**src/rtl/cam_stream_pkg.sv**
```systemverilog
// Shared types and colour constants for the OV7670-style test stream generator.
// Holds the FSM state encoding, pattern modes and the RGB565 palette.
package cam_stream_pkg;

  typedef enum logic [2:0] {
    ST_IDLE   = 3'd0,
    ST_VSYNC  = 3'd1,
    ST_VBACK  = 3'd2,
    ST_ACTIVE = 3'd3,
    ST_HBLANK = 3'd4,
    ST_VFRONT = 3'd5
  } state_t;

  typedef enum logic [1:0] {
    PAT_SOLID = 2'd0,
    PAT_BARS  = 2'd1,
    PAT_DIAG  = 2'd2,
    PAT_GRAD  = 2'd3
  } pat_mode_t;

  localparam logic [15:0] RGB_RED   = 16'hF800;
  localparam logic [15:0] RGB_GREEN = 16'h07E0;

  localparam logic [15:0] BAR_WHITE   = 16'hFFFF;
  localparam logic [15:0] BAR_YELLOW  = 16'hFFE0;
  localparam logic [15:0] BAR_CYAN    = 16'h07FF;
  localparam logic [15:0] BAR_GREEN   = 16'h07E0;
  localparam logic [15:0] BAR_MAGENTA = 16'hF81F;
  localparam logic [15:0] BAR_RED     = 16'hF800;
  localparam logic [15:0] BAR_BLUE    = 16'h001F;
  localparam logic [15:0] BAR_BLACK   = 16'h0000;

  function automatic logic [15:0] bar_color(input logic [2:0] idx);
    logic [15:0] c;
    case (idx)
      3'd0:    c = BAR_WHITE;
      3'd1:    c = BAR_YELLOW;
      3'd2:    c = BAR_CYAN;
      3'd3:    c = BAR_GREEN;
      3'd4:    c = BAR_MAGENTA;
      3'd5:    c = BAR_RED;
      3'd6:    c = BAR_BLUE;
      default: c = BAR_BLACK;
    endcase
    return c;
  endfunction

endpackage

```
**src/rtl/cam_pattern_pixel.sv**
```systemverilog
// Combinational test-pattern source: maps the latched mode, solid colour and
// pixel coordinate to one RGB565 value.
module cam_pattern_pixel
  import cam_stream_pkg::*;
#(
  parameter int WIDTH = 176,
  parameter int XW    = 8,
  parameter int YW    = 8
) (
  input  pat_mode_t         mode_i,
  input  logic [15:0]       color_i,
  input  logic [XW-1:0]     x_i,
  input  logic [YW-1:0]     y_i,
  output logic [15:0]       rgb_o
);

  localparam int BAR_W = (WIDTH / 8 > 0) ? WIDTH / 8 : 1;

  logic [15:0] xw;
  logic [15:0] yw;
  logic [15:0] bar_q16;
  logic [2:0]  bar_idx;

  always_comb begin
    xw      = 16'(x_i);
    yw      = 16'(y_i);
    bar_q16 = xw / 16'(BAR_W);
    bar_idx = (bar_q16 > 16'd7) ? 3'd7 : bar_q16[2:0];
    rgb_o   = 16'h0000;
    case (mode_i)
      PAT_SOLID: rgb_o = color_i;
      PAT_BARS:  rgb_o = bar_color(bar_idx);
      PAT_DIAG:  rgb_o = (xw == yw) ? RGB_RED : RGB_GREEN;
      PAT_GRAD:  rgb_o = {xw[7:3], yw[7:2], 5'h1F - xw[7:3]};
      default:   rgb_o = 16'h0000;
    endcase
  end

endmodule

```
**src/rtl/cam_stream_gen.sv**
```systemverilog
// OV7670 transmitter emulator: PCLK = CLOCK/2, VSYNC/HREF/DATA updated on the
// falling PCLK edge so they are stable at every PCLK rise.
module cam_stream_gen
  import cam_stream_pkg::*;
#(
  parameter int WIDTH          = 176,
  parameter int HEIGHT         = 144,
  parameter int HBLANK         = 32,
  parameter int VSYNC_LINES    = 3,
  parameter int VBACK_LINES    = 17,
  parameter int VFRONT_LINES   = 10,
  parameter int LOW_BYTE_FIRST = 0
) (
  input  logic        CLOCK,
  input  logic        RESET_N,
  input  logic        ENABLE,
  input  logic [1:0]  PATTERN,
  input  logic [15:0] COLOR,
  output logic        PCLK_OUT,
  output logic        VSYNC_OUT,
  output logic        HREF_OUT,
  output logic [7:0]  DATA_OUT,
  output logic        BUSY,
  output logic        FRAME_DONE
);

  localparam int LINE  = 2 * WIDTH + HBLANK;
  localparam int MAXL0 = (VSYNC_LINES > VBACK_LINES) ? VSYNC_LINES : VBACK_LINES;
  localparam int MAXL  = (MAXL0 > VFRONT_LINES) ? MAXL0 : VFRONT_LINES;
  localparam int XW    = (WIDTH > 1) ? $clog2(WIDTH) : 1;
  localparam int YW    = (HEIGHT > 1) ? $clog2(HEIGHT) : 1;
  localparam int TW    = $clog2(LINE);
  localparam int LW    = $clog2(MAXL + 1);
  localparam logic LBF = (LOW_BYTE_FIRST != 0);

  state_t        state_q;
  pat_mode_t     mode_q;
  logic [15:0]   color_q;
  logic          pclk_q;
  logic          vsync_q;
  logic          href_q;
  logic [7:0]    data_q;
  logic          busy_q;
  logic          done_q;
  logic [XW-1:0] x_q;
  logic          half_q;
  logic [YW-1:0] y_q;
  logic [TW-1:0] tcnt_q;
  logic [LW-1:0] lcnt_q;

  logic [XW-1:0] pix_x_d;
  logic [YW-1:0] pix_y_d;
  logic          phase_d;
  logic [15:0]   rgb_d;
  logic [7:0]    byte_d;
  logic          tick;
  logic          line_end;
  logic          last_line;

  // The pattern is evaluated for the byte that will be shown after this tick,
  // so the registered DATA_OUT lines up with HREF.
  always_comb begin
    pix_x_d = '0;
    pix_y_d = y_q;
    phase_d = 1'b0;
    if (state_q == ST_ACTIVE) begin
      pix_x_d = half_q ? XW'(x_q + 1'b1) : x_q;
      phase_d = ~half_q;
    end else if (state_q == ST_HBLANK) begin
      pix_y_d = YW'(y_q + 1'b1);
    end
  end

  cam_pattern_pixel #(
    .WIDTH (WIDTH),
    .XW    (XW),
    .YW    (YW)
  ) u_pixel (
    .mode_i  (mode_q),
    .color_i (color_q),
    .x_i     (pix_x_d),
    .y_i     (pix_y_d),
    .rgb_o   (rgb_d)
  );

  assign byte_d    = (phase_d ^ LBF) ? rgb_d[7:0] : rgb_d[15:8];
  assign tick      = pclk_q;
  assign line_end  = (tcnt_q == TW'(LINE - 1));
  assign last_line = (state_q == ST_VSYNC  && lcnt_q == LW'(VSYNC_LINES - 1)) ||
                     (state_q == ST_VBACK  && lcnt_q == LW'(VBACK_LINES - 1)) ||
                     (state_q == ST_VFRONT && lcnt_q == LW'(VFRONT_LINES - 1));

  always_ff @(posedge CLOCK or negedge RESET_N) begin
    if (!RESET_N) begin
      state_q <= ST_IDLE;
      mode_q  <= PAT_SOLID;
      color_q <= '0;
      pclk_q  <= 1'b0;
      vsync_q <= 1'b0;
      href_q  <= 1'b0;
      data_q  <= '0;
      busy_q  <= 1'b0;
      done_q  <= 1'b0;
      x_q     <= '0;
      half_q  <= 1'b0;
      y_q     <= '0;
      tcnt_q  <= '0;
      lcnt_q  <= '0;
    end else begin
      pclk_q <= ~pclk_q;
      done_q <= 1'b0;
      if (tick) begin
        case (state_q)
          ST_IDLE: begin
            if (ENABLE) begin
              mode_q  <= pat_mode_t'(PATTERN);
              color_q <= COLOR;
              busy_q  <= 1'b1;
              vsync_q <= 1'b1;
              tcnt_q  <= '0;
              lcnt_q  <= '0;
              state_q <= ST_VSYNC;
            end
          end
          ST_VSYNC, ST_VBACK, ST_VFRONT: begin
            tcnt_q <= line_end ? '0 : TW'(tcnt_q + 1'b1);
            if (line_end) begin
              lcnt_q <= last_line ? '0 : LW'(lcnt_q + 1'b1);
              if (last_line) begin
                case (state_q)
                  ST_VSYNC: begin
                    vsync_q <= 1'b0;
                    state_q <= ST_VBACK;
                  end
                  ST_VBACK: begin
                    href_q  <= 1'b1;
                    data_q  <= byte_d;
                    x_q     <= '0;
                    half_q  <= 1'b0;
                    y_q     <= '0;
                    state_q <= ST_ACTIVE;
                  end
                  default: begin
                    done_q <= 1'b1;
                    if (ENABLE) begin
                      mode_q  <= pat_mode_t'(PATTERN);
                      color_q <= COLOR;
                      vsync_q <= 1'b1;
                      state_q <= ST_VSYNC;
                    end else begin
                      busy_q  <= 1'b0;
                      state_q <= ST_IDLE;
                    end
                  end
                endcase
              end
            end
          end
          ST_ACTIVE: begin
            if (half_q && x_q == XW'(WIDTH - 1)) begin
              href_q  <= 1'b0;
              data_q  <= '0;
              half_q  <= 1'b0;
              tcnt_q  <= '0;
              state_q <= ST_HBLANK;
            end else begin
              data_q <= byte_d;
              half_q <= ~half_q;
              if (half_q) x_q <= XW'(x_q + 1'b1);
            end
          end
          ST_HBLANK: begin
            tcnt_q <= TW'(tcnt_q + 1'b1);
            if (tcnt_q == TW'(HBLANK - 1)) begin
              tcnt_q <= '0;
              if (y_q == YW'(HEIGHT - 1)) begin
                y_q     <= '0;
                lcnt_q  <= '0;
                state_q <= ST_VFRONT;
              end else begin
                y_q     <= YW'(y_q + 1'b1);
                href_q  <= 1'b1;
                data_q  <= byte_d;
                x_q     <= '0;
                half_q  <= 1'b0;
                state_q <= ST_ACTIVE;
              end
            end
          end
          default: state_q <= ST_IDLE;
        endcase
      end
    end
  end

  assign PCLK_OUT   = pclk_q;
  assign VSYNC_OUT  = vsync_q;
  assign HREF_OUT   = href_q;
  assign DATA_OUT   = data_q;
  assign BUSY       = busy_q;
  assign FRAME_DONE = done_q;

endmodule

```
**config.mk**
```make
export PLATFORM = sky130hd
export DESIGN_NAME = cam_stream_gen
export DESIGN_NICKNAME = d
export VERILOG_FILES = /design/src/rtl/cam_stream_pkg.sv /design/src/rtl/cam_pattern_pixel.sv /design/src/rtl/cam_stream_gen.sv
export SDC_FILE = /design/constraint.sdc
export NUM_CORES = 1
export LEC_CHECK = 0
export BUFFER_PORTS_ARGS = -buffer_cell sky130_fd_sc_hd__buf_2
export CAP_MARGIN = 20
export CELL_PAD_IN_SITES_DETAIL_PLACEMENT = 1
export CELL_PAD_IN_SITES_GLOBAL_PLACEMENT = 1
export CORE_MARGIN = 4
export CORE_UTILIZATION = 47
export CTS_CLUSTER_DIAMETER = 100
export DETAILED_ROUTE_END_ITERATION = 10
export PLACE_DENSITY_LB_ADDON = 0.08
export SLEW_MARGIN = 20
export SYNTH_ARGS = -nofsm -noshare
export SYNTH_HDL_FRONTEND = slang
export SYNTH_SLANG_ARGS = --single-unit
```
**constraint.sdc**
```tcl
create_clock -name CLOCK -period 3.8 [get_ports CLOCK]
set_input_delay 0.76 -clock CLOCK [delete_from_list [all_inputs] [get_ports CLOCK]]
set_output_delay 0.76 -clock CLOCK [all_outputs]
set_load 0.005 [all_outputs]
```
==> flow_summary.json, run 1 <==
{
  "result_of_the_run": "completed",
  "worst-slew-pin-transition_ns": 0.734,
  "multi_input_comb_area_um2": 2850,
  "period_needed_ns": 3.61,
  "core_area_um2": 9730,
  "fp.dieW_um": 108,
  "number_of_antenna_violations_at_the_first_check_in_global_routing": 0,
  "cap_viol_max_count": 0,
  "synth-edff-count": 0,
  "finalCritPeriodShare_pct": 95.1,
  "yosysWarnings": 0,
  "io-pin-count": 34,
  "cts_tree": "built",
  "grt_max_degree": 55,
  "gr-total-overflow": 0,
  "grt_use_total_pct": 25.6,
  "synth_register_bits": 65,
  "detailedRoute.firstIterationViolations": 198,
  "worst-endpoint-arrival_ns": 3.86,
  "clock_latency_ns": 0.36,
  "grt_pass1_wl_mm": 23.3,
  "syn-num-nets": 567,
  "detailedPlacementHpwl_mm": 10.1,
  "worstPathRequired_ns": 4.04,
  "timing_hold_violations_final": 0,
  "netlist.area_leader.share_pct": 34.7,
  "final.setup.tns_ns": 0,
  "max_clock_freq_mhz": 277,
  "post_synthesis_cells": 538,
  "avgRoutedWirePerCell_um": 19.6,
  "detail-route-antenna-nets": 0,
  "die_h_um": 108,
  "ys.flop_type": "sky130_fd_sc_hd__dfrtp_1",
  "end_kind": "flip-flop",
  "async_flop_share_pct": 100,
  "max-vdd-ir-drop_uv": 190,
  "nFillCells": 1186,
  "cts_hold_buffers": 0,
  "p_leak_nw": 2.37,
  "area.sequential_um2": 1630,
  "syn_to_final_growth_pct": 12.5,
  "seq_area_frac_synth_pct": 34.7,
  "cts.sink_count": 65,
  "cts_buffers": 9,
  "final_net_count": 605,
  "design.die.area_um2": 11600,
  "reg2regPathDepth": 13,
  "io_buffers": 33,
  "report.final.slew_viol_count": 0,
  "setup_viol": 0,
  "critical_setup_path_class": "reg -> reg",
  "synth.lib_cells_used.distinct": 79,
  "yosys-top-cells-count": "65 x sky130_fd_sc_hd__dfrtp_1, 54 x sky130_fd_sc_hd__o21ai_0, 48 x sky130_fd_sc_hd__nand2_1",
  "netlist_top_cells_area": "sky130_fd_sc_hd__dfrtp_1 35%, sky130_fd_sc_hd__o21ai_0 5.8%, sky130_fd_sc_hd__mux2_2 5.0%",
  "detailroute.via_count": 4414,
  "rows": 36,
  "start_util_pct": 48.1,
  "final_layout_size_suffix_gt1_share_pct": 22.2,
  "dr.pass1.iters": 5,
  "fin_hold_ws_ns": 0.279,
  "power-per-cell-area_nw_per_um2": 253,
  "worst-path-max-fanout": 7,
  "worstHoldPathType": "in -> async",
  "clk_pin_slew_worst_paths_ns": 0.08,
  "viasPerCell": 6.19,
  "netlist_area_um2": 4680,
  "most_instantiated_library_cell_after_synthesis": "sky130_fd_sc_hd__dfrtp_1",
  "synth.avg_cell_area_um2": 8.71,
  "cts_root_buffer_type": "sky130_fd_sc_hd__clkbuf_8",
  "worst_setup_slack_for_register_to_register_paths_ns": 0.19,
  "cts_max_path_buffers": 2,
  "critical_path.reg2reg.endpoint": "DATA_OUT[7]",
  "diodes": 0,
  "ff_to_ff_start": "x_q[0]",
  "route.final.wire_length_mm": 14.0,
  "gp_congestion": 0.930,
  "totalPowerFinal_mw": 1.33,
  "htree_levels": 3,
  "first_global_vias": 4587,
  "fin_skew_ns": 0.00499,
  "finalCoreUtilization_pct": 54.2,
  "netlist.top_cell.by_area": "sky130_fd_sc_hd__dfrtp_1",
  "detail_route.drc_violations": 0,
  "worst_setup_path_start_kind": "flip-flop",
  "timing.slew.headroom_pct": 51.0
}
[worst max-delay path by stage]
stage / start / endpoint / slack, ns / cells after the start
after global placement: x_q[1] / DATA_OUT[6] / 0.29 / 13
after floorplan: x_q[0] / DATA_OUT[6] / 0.34 / 15
after detailed placement: x_q[1] / DATA_OUT[7] / 0.09 / 13
after CTS: x_q[1] / DATA_OUT[7] / 0.1 / 13
final: x_q[0] / DATA_OUT[7] / 0.19 / 13
after global routing: x_q[0] / DATA_OUT[7] / -0.01 / 13
[flip-flops by register name, summed over array words and instances, names as in the netlist]
name	count
BUSY	1
DATA_OUT	8
FRAME_DONE	1
HREF_OUT	1
PCLK_OUT	1
VSYNC_OUT	1
color_q	16
half_q	1
lcnt_q	5
mode_q	2
state_q	3
tcnt_q	9
x_q	8
y_q	8
[final cells by class]
type | instances | area share, %
tap | 133 | 3.16
clock buffer | 10 | 2.61
inverter | 19 | 1.35
clock inverter | 5 | 1.07
multi-input combinational | 423 | 54.2
sequential | 65 | 31.0
timing repair buffer | 58 | 6.70
[layer usage]
metal / share of wire, % / up-vias / global-route usage [%]
li1: - / 2090 / -
met1: 44 / 2228 / 31.6
met2: 51 / 72 / 44.6
met3: 3.1 / 24 / 3.12
met4: 2.2 / 0 / 11.3
met5: 0 / - / 0
[per-stage QoR]
step | instances | area, um^2 | setup WS, ns
detailed placement | 696 | 5050 | 0.0942
global route | 713 | 5270 | -0.0135
floorplan | 538 | 4680 | 0.337
CTS | 711 | 5240 | 0.0963
global placement | 696 | 5050 | 0.291
finish | 713 | 5270 | 0.185
[logic make-up (layout without fill, tap and decap cells)]
kind of cell / after synthesis / in the layout / synth area share (%)
buffers and inverters: 50 / 92 / 4.51
AND/OR/NAND/NOR: 195 / 195 / 22.6
adder cells (fa/ha/maj): 8 / 8 / 2.14
AO/OA/AOI/OAI: 175 / 175 / 26.0
flip-flops: 65 / 65 / 34.7
XOR/XNOR: 13 / 13 / 2.43
multiplexers: 32 / 32 / 7.64
[cell usage in the layout, fill, tap and decap left out, drive strengths merged, types with 8 or more instances in the layout]
| cell | n |
|---|---|
| a21o | 8 |
| a21oi | 26 |
| a31oi | 8 |
| buf | 58 |
| clkbuf | 10 |
| dfrtp | 65 |
| ha | 8 |
| inv | 19 |
| mux2 | 27 |
| nand2 | 49 |
| nand3 | 20 |
| nand4 | 12 |
| nor2 | 36 |
| nor3 | 14 |
| o211ai | 8 |
| o21ai | 56 |
| o31ai | 11 |
| or3 | 11 |
[critical path, stage by stage, from the launching register on]
cell	delay, ns
sky130_fd_sc_hd__dfrtp_2	0.45
sky130_fd_sc_hd__ha_2	0.26
sky130_fd_sc_hd__and4_2	0.30
sky130_fd_sc_hd__mux2i_1	0.12
sky130_fd_sc_hd__or3_1	0.34
sky130_fd_sc_hd__nor2_1	0.11
sky130_fd_sc_hd__ha_1	0.24
sky130_fd_sc_hd__nand2b_1	0.20
sky130_fd_sc_hd__o31ai_4	0.40
sky130_fd_sc_hd__a21boi_2	0.13
sky130_fd_sc_hd__mux2_4	0.29
sky130_fd_sc_hd__o211ai_4	0.30
sky130_fd_sc_hd__a21oi_2	0.08
sky130_fd_sc_hd__a211o_1	0.28
[what timing repair did]
item	in CTS	in global routing
endpoints found under the setup margin	0	8
hold endpoints to repair	0	0
resized for setup	0	7
buffers inserted	0	2
[report_power, final]
part | switching, mW | internal, mW | leakage (nW)
clock | 0.298 | 0.316 | 0.0981
sequential | 0 | 0.691 | 0.872
combinational | 0.0184 | 0.00873 | 1.40
(Power assumes the default switching activity.)
==> run 2: changes to the inputs <==
BUFFER_PORTS_ARGS = -buffer_cell sky130_fd_sc_hd__buf_4   (was -buffer_cell sky130_fd_sc_hd__buf_2)
==> run 2 against run 1 <==
Global-route usage shrank 1.1 points. Clock skew is 0.0095 ns higher. Register-to-register slack improved by 0.06 ns. Die area is the same. Cell count down 1.1%. Wire length down 2.6%. Worst setup slack improved by 0.058 ns. Sequential share of layout area hardly changed.
==> flow_summary.json, run 2 (synthesis gave the netlist of run 1 again) <==
{
  "cts_tree": "built",
  "timing.slew.headroom_pct": 41.2,
  "final.setup.tns_ns": 0,
  "start_util_pct": 48.1,
  "globalRouteMet1Util_pct": 31.4,
  "critical_path_depth": 13,
  "timing.critical_path.slowest_stage_cell": "sky130_fd_sc_hd__dfrtp_2",
  "final_layout_size_suffix_gt1_share_pct": 20.8,
  "design.die.area_um2": 11600,
  "detailedRoute.firstIterationViolations": 184,
  "detailedPlacementHpwl_mm": 9.91,
  "cts_max_path_buffers": 2,
  "grt-busiest-layer": "met2",
  "clock_latency_ns": 0.36,
  "top_regs": "color_q: 16 flops, tcnt_q: 9 flops",
  "htree_levels": 3,
  "fin_hold_ws_ns": 0.492,
  "core_area_um2": 9730,
  "grt.met2_usage_pct": 42.5,
  "detail_route.drc_violations": 0,
  "number_of_antenna_violations_at_the_first_check_in_global_routing": 0,
  "path_cells": "ha_2, and4_1, mux2i_1, or3_1, nor2_1, ha_1, nand2b_1, o31ai_4, a21boi_1, mux2_4, o211ai_4, a21oi_2, a211o_1",
  "gr-total-overflow": 0,
  "worst-path-max-fanout": 8,
  "setup_viol": 0,
  "cts_root_buffer_type": "sky130_fd_sc_hd__clkbuf_8",
  "finalCritPeriodShare_pct": 93.6,
  "end_kind": "flip-flop",
  "die_h_um": 108,
  "power-per-cell-area_nw_per_um2": 239,
  "report.final.slew_viol_count": 0,
  "avgRoutedWirePerCell_um": 19.3,
  "cts_post_setup_buffers_inserted": 0,
  "detail-route-antenna-nets": 0,
  "clk_pin_slew_worst_paths_ns": 0.07,
  "route.final.wire_length_mm": 13.6,
  "dpl.cell_count": 690,
  "grt.met3_usage_pct": 4.02,
  "result_of_the_run": "completed",
  "worst_setup_path_start_kind": "flip-flop",
  "period_needed_ns": 3.56,
  "preCtsSetupSlack_ns": 0.140,
  "max_clock_freq_mhz": 281,
  "worstPathRequired_ns": 4.04,
  "finalCoreUtilization_pct": 54.1,
  "most-common-layout-cells": "62 x sky130_fd_sc_hd__dfrtp_1, 54 x sky130_fd_sc_hd__o21ai_0, 50 x sky130_fd_sc_hd__buf_4",
  "timing_hold_violations_final": 0,
  "cts_hold_buffers": 0,
  "cts.sink_count": 65,
  "worst-slew-pin-transition_ns": 0.882,
  "timing.critical_path.slowest_cell_delay_ns": 0.45,
  "final_net_count": 597,
  "largest_register_ff_count": 16,
  "cell_count_final_fillers_out": 705,
  "syn_to_final_growth_pct": 12.4,
  "worstHoldPathType": "in -> async",
  "diodes": 0,
  "grt_max_degree": 66,
  "crit_family": "compound AO/OA/AOI/OAI gates",
  "grt_use_total_pct": 24.5,
  "fp.dieW_um": 108,
  "io-pin-count": 34,
  "io_buffers": 33,
  "worst_slack_ns": 0.244,
  "first_global_vias": 4443,
  "worst-endpoint-arrival_ns": 3.80,
  "viasPerCell": 6.17,
  "cts_buffers": 9,
  "cap_viol_max_count": 0,
  "layout.cells.most_common": "sky130_fd_sc_hd__dfrtp_1",
  "critical_setup_path_class": "reg -> reg",
  "p_leak_nw": 2.33,
  "detailroute.via_count": 4351,
  "dr.pass1.iters": 4,
  "rows": 36,
  "grt_pass1_wl_mm": 22.7,
  "gp_congestion": 0.930,
  "reg2regPathDepth": 13,
  "cp.buffers_inverters": 0,
  "register_with_the_highest_flop_count": "color_q",
  "max-vdd-ir-drop_uv": 132,
  "fin_skew_ns": 0.0145
}
-- run 2: what timing repair did --
item                       in CTS  in global routing
gates resized for setup         0                  5
hold endpoints to repair        0                  0
setup endpoints to repair       0                  8
-- run 2: routing by layer --
layer  part of all wire, %  routed length (um)  vias up
met5                     0                   0        -
met4                   1.4                 188        0
met3                   3.7                 504       13
met2                    51                6890       62
met1                    44                6020     2204
li1                      -                   -     2072
-- run 2: cell type report --
| cell class | instances | area (um^2) |
|---|---|---|
| Tap cell | 133 | 166 |
| Multi-Input combinational cell | 423 | 2860 |
| Fill cell | 1184 | 4460 |
| Clock inverter | 5 | 31.3 |
| Clock buffer | 10 | 138 |
| Inverter | 19 | 71.3 |
| Timing Repair Buffer | 50 | 375 |
| Sequential cell | 65 | 1630 |
-- run 2: where the power goes --
part	internal, mW	switching (mW)	total [mW]
registers	0.691	0	0.691
logic	0.0137	0.0176	0.0313
clock network	0.249	0.286	0.536
total	0.954	0.304	1.26
-- run 2: path summary, 6_finish.rpt --
| path | start | to | slack (ns) |
|---|---|---|---|
| worst max-delay path | x_q[1] | DATA_OUT[5] | 0.24 |
| worst min-delay path | RESET_N | x_q[3] | 0.49 |
| worst max register to register | x_q[1] | DATA_OUT[5] | 0.24 |
| worst min register to register | color_q[11] | color_q[11] | 0.49 |
| max in group asynchronous | RESET_N | x_q[1] | 2.68 |
| min in group CLOCK | color_q[11] | color_q[11] | 0.49 |
-- run 2: through the flow --
stage / total power, mW / area, um^2
after floorplan: 0.706 / 4680
after global placement: 0.737 / 5090
after detailed placement: 0.738 / 5090
after CTS: 1.27 / 5260
after global routing: 1.30 / 5270
final: 1.26 / 5270
==> run 3: changes to the inputs <==
ABC_CLOCK_PERIOD_IN_PS = 3800   (was not set)
CORE_UTILIZATION = 48   (was 47)
CTS_BUF_LIST = sky130_fd_sc_hd__clkbuf_4   (was not set)
==> run 3 against run 2 <==
Critical path depth unchanged. Via count grew 2.0%. Die area decreased by 1.9%. Worst hold slack got worse by 0.10 ns. Clock skew rose by 0.0061 ns. Global-route usage up 1.6 points. Register-to-register slack lost 0.09 ns. Count of clock-buffer cells in the layout up 1.
==> flow_summary.json, run 3 (synthesis gave the netlist of run 1 again) <==
{
  "critical_path.reg2reg.endpoint": "DATA_OUT[6]",
  "seq_power_share_pct": 56.7,
  "layout.cells.most_common": "sky130_fd_sc_hd__dfrtp_1",
  "timing.critical_path.slowest_stage_cell": "sky130_fd_sc_hd__dfrtp_2",
  "cell_internal_power_dissipation_uw": 919,
  "nFillCells": 1143,
  "post_cts_resized": 0,
  "report.final.slew_viol_count": 0,
  "reg2regPathDepth": 13,
  "final.setup.tns_ns": 0,
  "path_cells": "ha_2, and4_1, mux2i_1, or3_1, nor2_1, ha_1, nand2b_1, o31ai_4, a21boi_1, mux2_4, o211ai_4, a21oi_2, a211o_1",
  "timing.slew.headroom_pct": 42.4,
  "worstHoldPathType": "in -> async",
  "design.die.area_um2": 11400,
  "fin_skew_ns": 0.0206,
  "largest_register_ff_count": 16,
  "totalPowerFinal_mw": 1.22,
  "max_clock_freq_mhz": 274,
  "top_layer_used": "met4",
  "ff_to_ff_start": "x_q[1]",
  "cts.sink_count": 65,
  "switching_share_pct": 24.6,
  "cell_count_final_fillers_out": 706,
  "period_needed_ns": 3.64,
  "p_leak_nw": 2.34,
  "max-vdd-ir-drop_uv": 149,
  "rows": 35,
  "viasPerCell": 6.29,
  "detail-route-antenna-nets": 0,
  "gp_congestion": 0.916,
  "detail_route.drc_violations": 0,
  "cts_post_setup_buffers_inserted": 0,
  "p_clk_share_pct": 40.7,
  "dpl.cell_count": 690,
  "most-common-layout-cells": "63 x sky130_fd_sc_hd__dfrtp_1, 54 x sky130_fd_sc_hd__o21ai_0, 54 x sky130_fd_sc_hd__buf_4",
  "setup_viol": 0,
  "diodes": 0,
  "final_net_count": 601,
  "worstPathRequired_ns": 4.11,
  "cts_hold_buffers": 0,
  "top_regs": "color_q: 16 flops, tcnt_q: 9 flops",
  "cts_max_path_buffers": 2,
  "cts_root_buffer_type": "sky130_fd_sc_hd__clkbuf_4",
  "worst_setup_path_start_kind": "flip-flop",
  "worst_setup_slack_for_register_to_register_paths_ns": 0.16,
  "io_buffers": 33,
  "core_area_um2": 9370,
  "p_comb_share_pct": 2.6,
  "dr.pass1.iters": 4,
  "fp.dieW_um": 107,
  "first_global_vias": 4558,
  "end_kind": "flip-flop",
  "timing.critical_path.slowest_cell_delay_ns": 0.46,
  "finalCritPeriodShare_pct": 95.9,
  "syn_to_final_growth_pct": 12.2,
  "htree_levels": 3,
  "io-pin-count": 34,
  "detailroute.wirelength.met2_mm": 6.59,
  "worst-path-max-fanout": 8,
  "timing_hold_violations_final": 0,
  "cap_viol_max_count": 0,
  "register_with_the_highest_flop_count": "color_q",
  "crit_family": "compound AO/OA/AOI/OAI gates",
  "cp.buffers_inverters": 0,
  "netSwitchingPower_uw": 299,
  "wl_met3_um": 590,
  "final_layout_size_suffix_gt1_share_pct": 21.1,
  "detailedRoute.firstIterationViolations": 210,
  "route.final.wire_length_mm": 14.0,
  "detailroute.via_count": 4440,
  "number_of_antenna_violations_at_the_first_check_in_global_routing": 0,
  "die_h_um": 107,
  "worst-endpoint-arrival_ns": 3.96,
  "critical_setup_path_class": "reg -> reg",
  "grt_setup_unrepaired": "no",
  "gr-total-overflow": 0,
  "preCtsSetupSlack_ns": 0.140,
  "grt_pass1_wl_mm": 23.9,
  "worst_slack_ns": 0.156,
  "finalCoreUtilization_pct": 56.1,
  "worst-slew-pin-transition_ns": 0.864,
  "detailedPlacementHpwl_mm": 10.3,
  "grt_max_degree": 66,
  "grt_use_total_pct": 26.1,
  "avgRoutedWirePerCell_um": 19.9,
  "result_of_the_run": "completed",
  "cts_tree": "built",
  "start_util_pct": 50.0,
  "cts_buffers": 9,
  "route.layer.met1.wl_mm": 6.60,
  "clock_latency_ns": 0.44,
  "clk_pin_slew_worst_paths_ns": 0.13,
  "power-per-cell-area_nw_per_um2": 232
}
run 3: power groups by stage:
stage | logic, mW | clock network [mW] | registers [mW]
after CTS | 0.0328 | 0.510 | 0.692
final | 0.0314 | 0.496 | 0.691
after global placement | 0.0317 | 0 | 0.705
after global routing | 0.0364 | 0.542 | 0.692
after floorplan | 0.00146 | 0 | 0.705
after detailed placement | 0.0330 | 0 | 0.705
run 3: worst max path at each step:
| stage | startpoint | endpoint | cells after the start |
|---|---|---|---|
| 2_1_floorplan | x_q[0] | DATA_OUT[6] | 15 |
| 3_3_place_gp | x_q[1] | DATA_OUT[5] | 13 |
| 3_5_place_dp | x_q[1] | DATA_OUT[7] | 13 |
| 4_1_cts | x_q[1] | DATA_OUT[5] | 13 |
| 5_1_grt | x_q[1] | DATA_OUT[3] | 13 |
| 6_report | x_q[1] | DATA_OUT[6] | 13 |
run 3: layer usage:
metal  vias up  track usage [%]
li1       2081                -
met1      2251             37.2
met2        88             41.5
met3        20             3.31
met4         0             7.76
met5         -                0
run 3: area by class of cell:
class	instances	area (um^2)	share of cell area (%)
Clock buffer	11	82.6	1.57
Clock inverter	5	56.3	1.07
Inverter	19	71.3	1.36
Multi-Input combinational cell	423	2850	54.2
Sequential cell	65	1630	31.0
Tap cell	129	161	3.07
Timing Repair Buffer	54	405	7.71
run 3: through the flow:
step                      hold slack (ns)  area, um^2
after CTS                           0.428        5250
final                               0.391        5260
after global placement              0.475        5110
after global routing                0.468        5260
after floorplan                     0.459        4680
after detailed placement            0.483        5110
